===== src/rtl/logc_pipe_mc.sv =====
// Multi-channel piecewise-linear log2 compressor with gain/offset saturation and linear bypass.
// Three-stage valid/ready pipeline (LOD -> multiply -> offset/saturate) that stalls as a whole.
module logc_pipe_mc #(
  parameter int DATA_WIDTH = 48,
  parameter int COMP_WIDTH = 24,
  parameter int NUM_CH     = 4,
  parameter int FRAC_BITS  = 8,
  parameter int GAIN_WIDTH = 8
) (
  input  logic                         clk,
  input  logic                         reset,
  input  logic                         in_valid,
  output logic                         in_ready,
  input  logic [NUM_CH*DATA_WIDTH-1:0] in_data,
  input  logic                         mode,
  input  logic [GAIN_WIDTH-1:0]        gain,
  input  logic [COMP_WIDTH-1:0]        offset,
  output logic                         out_valid,
  input  logic                         out_ready,
  output logic [NUM_CH*COMP_WIDTH-1:0] out_data,
  output logic [NUM_CH-1:0]            out_sat
);

  localparam int EW  = $clog2(DATA_WIDTH);
  localparam int LW  = EW + FRAC_BITS;
  localparam int PW  = LW + GAIN_WIDTH;
  localparam int SW  = ((PW > COMP_WIDTH) ? PW : COMP_WIDTH) + 2;
  localparam int BW  = (DATA_WIDTH > COMP_WIDTH) ? DATA_WIDTH : COMP_WIDTH;
  localparam int BSH = (DATA_WIDTH > COMP_WIDTH) ? DATA_WIDTH - COMP_WIDTH : 0;

  // {exponent, left-aligned mantissa}; a zero sample naturally yields 0.
  function automatic logic [LW-1:0] log2_pwl(input logic [DATA_WIDTH-1:0] x);
    logic [EW-1:0]         e;
    logic [DATA_WIDTH-1:0] norm;
    e = '0;
    for (int i = 0; i < DATA_WIDTH; i++)
      if (x[i]) e = EW'(i);
    norm = x << (DATA_WIDTH - 1 - int'(e));
    return {e, FRAC_BITS'(norm >> (DATA_WIDTH - 1 - FRAC_BITS))};
  endfunction

  function automatic logic [COMP_WIDTH-1:0] bypass(input logic [DATA_WIDTH-1:0] x);
    return COMP_WIDTH'(BW'(x) >> BSH);
  endfunction

  // Returns {sat, value}: clamps P - offset into [0, 2^COMP_WIDTH-1].
  function automatic logic [COMP_WIDTH:0] sat_sub(input logic [PW-1:0] p,
                                                  input logic [COMP_WIDTH-1:0] off);
    logic signed [SW-1:0] d;
    logic signed [SW-1:0] max_v;
    d     = $signed(SW'(p)) - $signed(SW'(off));
    max_v = $signed(SW'({COMP_WIDTH{1'b1}}));
    if (d < 0)          return {1'b1, {COMP_WIDTH{1'b0}}};
    else if (d > max_v) return {1'b1, {COMP_WIDTH{1'b1}}};
    else                return {1'b0, d[COMP_WIDTH-1:0]};
  endfunction

  logic                  en;
  logic                  vld_p0, vld_p1, vld_p2;
  logic                  mode_p0, mode_p1;
  logic [GAIN_WIDTH-1:0] gain_p0;
  logic [COMP_WIDTH-1:0] off_p0, off_p1;
  logic [NUM_CH-1:0]     zero_p0, zero_p1;
  logic [LW-1:0]         l_p0   [NUM_CH];
  logic [COMP_WIDTH-1:0] byp_p0 [NUM_CH];
  logic [COMP_WIDTH-1:0] byp_p1 [NUM_CH];
  logic [PW-1:0]         p_p1   [NUM_CH];
  logic [COMP_WIDTH:0]   res    [NUM_CH];

  assign en        = !vld_p2 | out_ready;
  assign in_ready  = en;
  assign out_valid = vld_p2;

  always_ff @(posedge clk) begin
    if (reset) begin
      vld_p0 <= 1'b0;
      vld_p1 <= 1'b0;
      vld_p2 <= 1'b0;
    end else if (en) begin
      vld_p0 <= in_valid;
      vld_p1 <= vld_p0;
      vld_p2 <= vld_p1;
    end
  end

  always_ff @(posedge clk) begin
    if (en) begin
      // S1: leading-one detect / normalise, config captured with the beat
      mode_p0 <= mode;
      gain_p0 <= gain;
      off_p0  <= offset;
      for (int ch = 0; ch < NUM_CH; ch++) begin
        l_p0[ch]    <= log2_pwl(in_data[ch*DATA_WIDTH +: DATA_WIDTH]);
        byp_p0[ch]  <= bypass(in_data[ch*DATA_WIDTH +: DATA_WIDTH]);
        zero_p0[ch] <= (in_data[ch*DATA_WIDTH +: DATA_WIDTH] == '0);
      end
      // S2: exact log-domain gain
      mode_p1 <= mode_p0;
      off_p1  <= off_p0;
      zero_p1 <= zero_p0;
      for (int ch = 0; ch < NUM_CH; ch++) begin
        byp_p1[ch] <= byp_p0[ch];
        p_p1[ch]   <= PW'(l_p0[ch]) * PW'(gain_p0);
      end
    end
  end

  always_comb begin
    for (int ch = 0; ch < NUM_CH; ch++) begin
      res[ch] = '0;
      if (mode_p1)          res[ch] = {1'b0, byp_p1[ch]};
      else if (!zero_p1[ch]) res[ch] = sat_sub(p_p1[ch], off_p1);
    end
  end

  // S3: offset / saturate into the output register
  always_ff @(posedge clk) begin
    if (reset) begin
      out_data <= '0;
      out_sat  <= '0;
    end else if (en) begin
      for (int ch = 0; ch < NUM_CH; ch++) begin
        out_data[ch*COMP_WIDTH +: COMP_WIDTH] <= res[ch][COMP_WIDTH-1:0];
        out_sat[ch]                           <= res[ch][COMP_WIDTH];
      end
    end
  end

endmodule


===== config.mk =====
export PLATFORM = sky130hd
export DESIGN_NAME = logc_pipe_mc
export DESIGN_NICKNAME = d
export VERILOG_FILES = /design/src/rtl/logc_pipe_mc.sv
export SDC_FILE = /design/constraint.sdc
export NUM_CORES = 2
export LEC_CHECK = 0
export CAP_MARGIN = 15
export CORE_UTILIZATION = 50
export DETAILED_ROUTE_END_ITERATION = 10
export GPL_ROUTABILITY_DRIVEN = 0
export GPL_TIMING_DRIVEN = 0
export PLACE_DENSITY = 0.7
export SYNTH_ARGS = -nofsm -noshare
export SYNTH_HDL_FRONTEND = slang
export SYNTH_SLANG_ARGS = --single-unit

===== constraint.sdc =====
create_clock -name clk -period 26.6 [get_ports clk]
set_input_delay 6.65 -clock clk [delete_from_list [all_inputs] [get_ports clk]]
set_output_delay 6.65 -clock clk [all_outputs]
set_load 0.02 [all_outputs]

# Word-level counts from Yosys, hierarchy flattened
# Memory sizes are Yosys's and may differ from the RTL's.
# Cells that the tools add are included.
[totals]
word_cells = 256
input_bits = 229
memories = 4
output_inout_bits = 102
reg_bits = 169
ram_bits = 336
[memory_table]
columns = ["name", "words", "width", "rd", "rd_ports_with_merged_regs", "wr", "line_no", "source"]
rows = [
  ["byp_p0", 4, 24, 4, 0, 4, "65", "logic [COMP_WIDTH-1:0] byp_p0 [NUM_CH];"],
  ["byp_p1", 4, 24, 4, 0, 4, "66", "logic [COMP_WIDTH-1:0] byp_p1 [NUM_CH];"],
  ["p_p1", 4, 22, 4, 0, 4, "67", "logic [PW-1:0] p_p1 [NUM_CH];"],
  ["l_p0", 4, 14, 4, 0, 4, "64", "logic [LW-1:0] l_p0 [NUM_CH];"],
]
[op_classes]
n_mux = 210
multipliers = 4
bitwise_logic = 1
n_shift = 4
n_reduce_logical = 5
magnitude_cmp = 8
addsub = 8
[op_table]
columns = ["operator", "count"]
rows = [
  ["6-bit 2-to-1 mux", 188],
  ["25-bit 2-to-1 mux", 16],
  ["48-bit logical NOT", 4],
  ["48-bit by 32-bit << shifter with 47-bit output", 4],
  ["25-bit > comparator, second input constant", 4],
  ["25-bit by 1-bit < comparator with 1-bit output, second input constant", 4],
  ["22-bit by 24-bit subtractor with 25-bit output", 4],
  ["14-bit by 8-bit multiplier with 22-bit output", 4],
  ["6-bit by 6-bit subtractor with 7-bit output, first input constant", 4],
  ["1-bit 2-to-1 mux", 6],
  ["1-bit logical NOT", 1],
  ["1-bit bitwise OR", 1],
]

# Depth between registers and ports, before layout
[depth]
ltp_word = 50
depth_mapped = 22
depth_no_buf = 20

# Least setup slack after synthesis
# Ideal clock, no wire load.
[synth_timing]
path_type = "input -> output"
startpoint = "in out_ready"
endpoint = "out in_ready"
arrival_time_ps = 18100
slack_ps = 1850
stages = 4
path_buffers = 2
path_cell_list = "nor2b_1 clkbuf_1 clkinv_1 clkbuf_1"
[synth_via]
elab_chain_cells = 1
[synth_rtl]
columns = ["element", "line_no", "source"]
rows = [
  ["start, declared", "19", "input logic out_ready,"],
  ["1-bit bitwise OR", "70", "assign en = !vld_p2 | out_ready;"],
  ["end, declared", "13", "output logic in_ready,"],
]
# Every way passes these cells.

# Worst setup path after layout
# Ends and elaborated chain as after synthesis.

==> reports/metrics.yaml <==
dpl-instance-area_mm2: 0.0487
synth_area_mm2: 0.0438
crit_fanout: 56
antenna_found_initial: 13
syn-instance-count: 4650
synth_flop_cell: "edfxtp_1"
rows: 108
drv_slew: 0
io_buffer_count: 329
min_period_ns: 16.32
cp.required_ns: 19.95
fin_skew_ns: 0.0338
outcome: "completed"
cts_tree: "yes"
wirelength_um: 141000
yosysUniqueCellTypes: 98
ant_nets: 0
seqCellArea_mm2: 0.0141
fmax_mhz: 61.3
num_vias: 38500
min_to: "off_p1[18]"
grt_usage_pct: 30.7
rsz0062_at_grt: "false"
reg2reg_slack_ns: 19.69
worstSkewPairLatency_ns: 0.65
arrival_ns: 9.67
worst_pin_slew_ns: 1.25
synth_edf_count: 402
synthSimpleGateAreaFrac_pct: 17.4
max-slew-margin-rel_pct: 16.0
power_density_mw_per_mm2: 88.1
hold_class: "flip-flop to flip-flop"
htree_levels: 2
synth_top_family_by_area: "adder cells"
drt_first_pass_iters: 7
yosys.area_share.adder_pct: 20.8
cts_resized: 0
r2r_start: "gain_p0[3]"
final_layout_size_suffix_gt1_share_pct: 4.85
numCtsBuffers: 57
synth_mux_area_share_pct: 5.88
die_area_mm2: 0.0889
ys_seq_area_share_pct: 32.2
drc: 0
hold_depth: 0
fin_ws_ns: 10.28
ff2ff_path_depth: 19
ys_async_sr_fraction_pct: 0
cts_buffer_depth: 3
grt_max_degree: 74
hp-start: "off_p0[18]"
finalInstanceArea_mm2: 0.0507
routed_via_density: 6.15
startpoint_type: "primary input"
post-place-ws_ns: 10.28
hpwl_um: 108000
yosys_warnings: 0
critPathKind: "primary input to output port"
fin_total_pwr_mw: 4.46
syn-num-nets: 5431
die_h_um: 298
avgSynthCellArea_um2: 9.43
cts_hold_buf: 0
dr.first_iter.drc_count: 4711
synth_xor_area_share_pct: 2.42
wire_per_inst_um: 22.5
multi_input_area_mm2: 0.0273
grt_pass1_vias: 36600
synth_seq_cells: 505
path_clk_slew_ns: 0.07
timing.rr.end: "p_p1[3][20]"
core_mm2: 0.0868
io_pins: 331
dieWidth_um: 298
finalCritPeriodShare_pct: 61.4
n_fill_cell: 7629
start_util_pct: 50.5
synth_compound_area_share_pct: 15.9
nets: 5826
cts-root-buf: "clkbuf_16"
setup_viol: 0
power_leakage_nw: 20.9
maxCapViolations: 0
post-cts-setup-buffers: 0
final.hold.worst_slack_ns: 0.401
clock-sinks: 505
grt_pass1_wl_um: 212000
overflow: 0
finalHoldViolations: 0
ir_drop_uv: 79.2
worst_setup_path_end_kind: "output port"
area_growth_pct: 15.6
-- state kept, by name, summed over array words and instances (netlist names), 4 cells and up --
signal and count:
byp_p0 96, byp_p1 96, out_data 96, p_p1 88
l_p0 56, off_p0 24, off_p1 24, gain_p0 8
out_sat 4, zero_p0 4, zero_p1 4
-- cell type report --
type | count | share of cell area, %
buffer | 210 | 1.76
clock inverter | 28 | 0.494
sequential | 505 | 27.9
inverter | 399 | 2.96
clock buffer | 80 | 3.29
timing repair buffer | 336 | 6.82
tap | 1155 | 2.85
antenna | 2 | 0.00988
multi-input combinational | 3536 | 53.9
-- report_power, final --
part / leakage, nW / total, mW / internal [mW] / switching [mW]
Clock: 0.928 / 0.794 / 0.459 / 0.335
Sequential: 5.07 / 1.14 / 1.07 / 0.0712
Combinational: 14.9 / 2.52 / 1.10 / 1.42
Total: 20.9 / 4.46 / 2.63 / 1.83
-- cell usage in the layout, fill, tap and decap left out, types with 73 or more instances in the layout --
master and n:
nor3_1 187, xnor2_1 82, clkbuf_1 164, ha_1 260, mux2i_1 207, nor2_1 363, dfxtp_1 103, and2_1 222
nand2_1 445, o21ai_0 210, fa_1 292, nand3_1 85, a21oi_1 233, a221oi_1 73, edfxtp_1 402, inv_1 386
clkdlybuf4s50_1 329
-- per-stage QoR --
stage / TNS, ns / util (%) / cells
after global placement: -5.75 / 56.0 / 6134
final: 0 / 58.4 / 6251
after floorplan: 0 / - / 4650
after CTS: 0 / 58.4 / 6248
after detailed placement: 0 / 56.2 / 6140
after global routing: 0 / 58.4 / 6249
-- synthesized netlist by cell type (43+ instances only) --
| cell | n | area [µm²] |
|---|---|---|
| a21o_1 | 50 | 375 |
| a21oi_1 | 233 | 1170 |
| a221oi_1 | 73 | 639 |
| and2_1 | 222 | 1390 |
| clkbuf_1 | 154 | 578 |
| dfxtp_1 | 103 | 2060 |
| edfxtp_1 | 402 | 12100 |
| fa_1 | 292 | 5850 |
| ha_1 | 260 | 3250 |
| inv_1 | 386 | 1450 |
| mux2_2 | 45 | 507 |
| mux2i_1 | 207 | 2070 |
| nand2_1 | 445 | 1670 |
| nand3_1 | 85 | 425 |
| nor2_1 | 363 | 1360 |
| nor2b_1 | 43 | 269 |
| nor3_1 | 187 | 936 |
| nor4_1 | 56 | 350 |
| o21a_1 | 43 | 323 |
| o21ai_0 | 210 | 1050 |
| o22ai_1 | 49 | 307 |
| xnor2_1 | 82 | 718 |
-- cells by family after synthesis --
family | Yosys count
flops | 505
simple gates | 1577
buf+inv | 609
xor+xnor | 121
mux | 252
compound gates | 1034
fa+ha+maj | 552
-- per-layer routing --
| layer | track usage [%] | routed length, µm |
|---|---|---|
| met1 | 40.8 | 57100 |
| met3 | 7.59 | 14300 |
| met5 | 0 | 67 |
| met4 | 13.0 | 6810 |
| met2 | 47.6 | 62300 |
-- worst max-delay path: stages --
cell and delay [ns]:
clkdlybuf4s50_1 0.40, nor2b_1 0.10, clkbuf_1 0.43, clkinv_1 0.43
clkbuf_4 0.61, buf_16 0.40, clkdlybuf4s50_1 0.59
-- worst max path at each step --
stage	start	slack [ns]	depth (start not counted)	endpoint
2_1_floorplan	out_ready	1.85	4	in_ready
3_3_place_gp	out_ready	-5.75	6	in_ready
3_5_place_dp	out_ready	10.28	7	in_ready
4_1_cts	out_ready	10.28	7	in_ready
5_1_grt	out_ready	10.18	7	in_ready
6_report	out_ready	10.28	7	in_ready
Power figures use the tool's default switching activity.
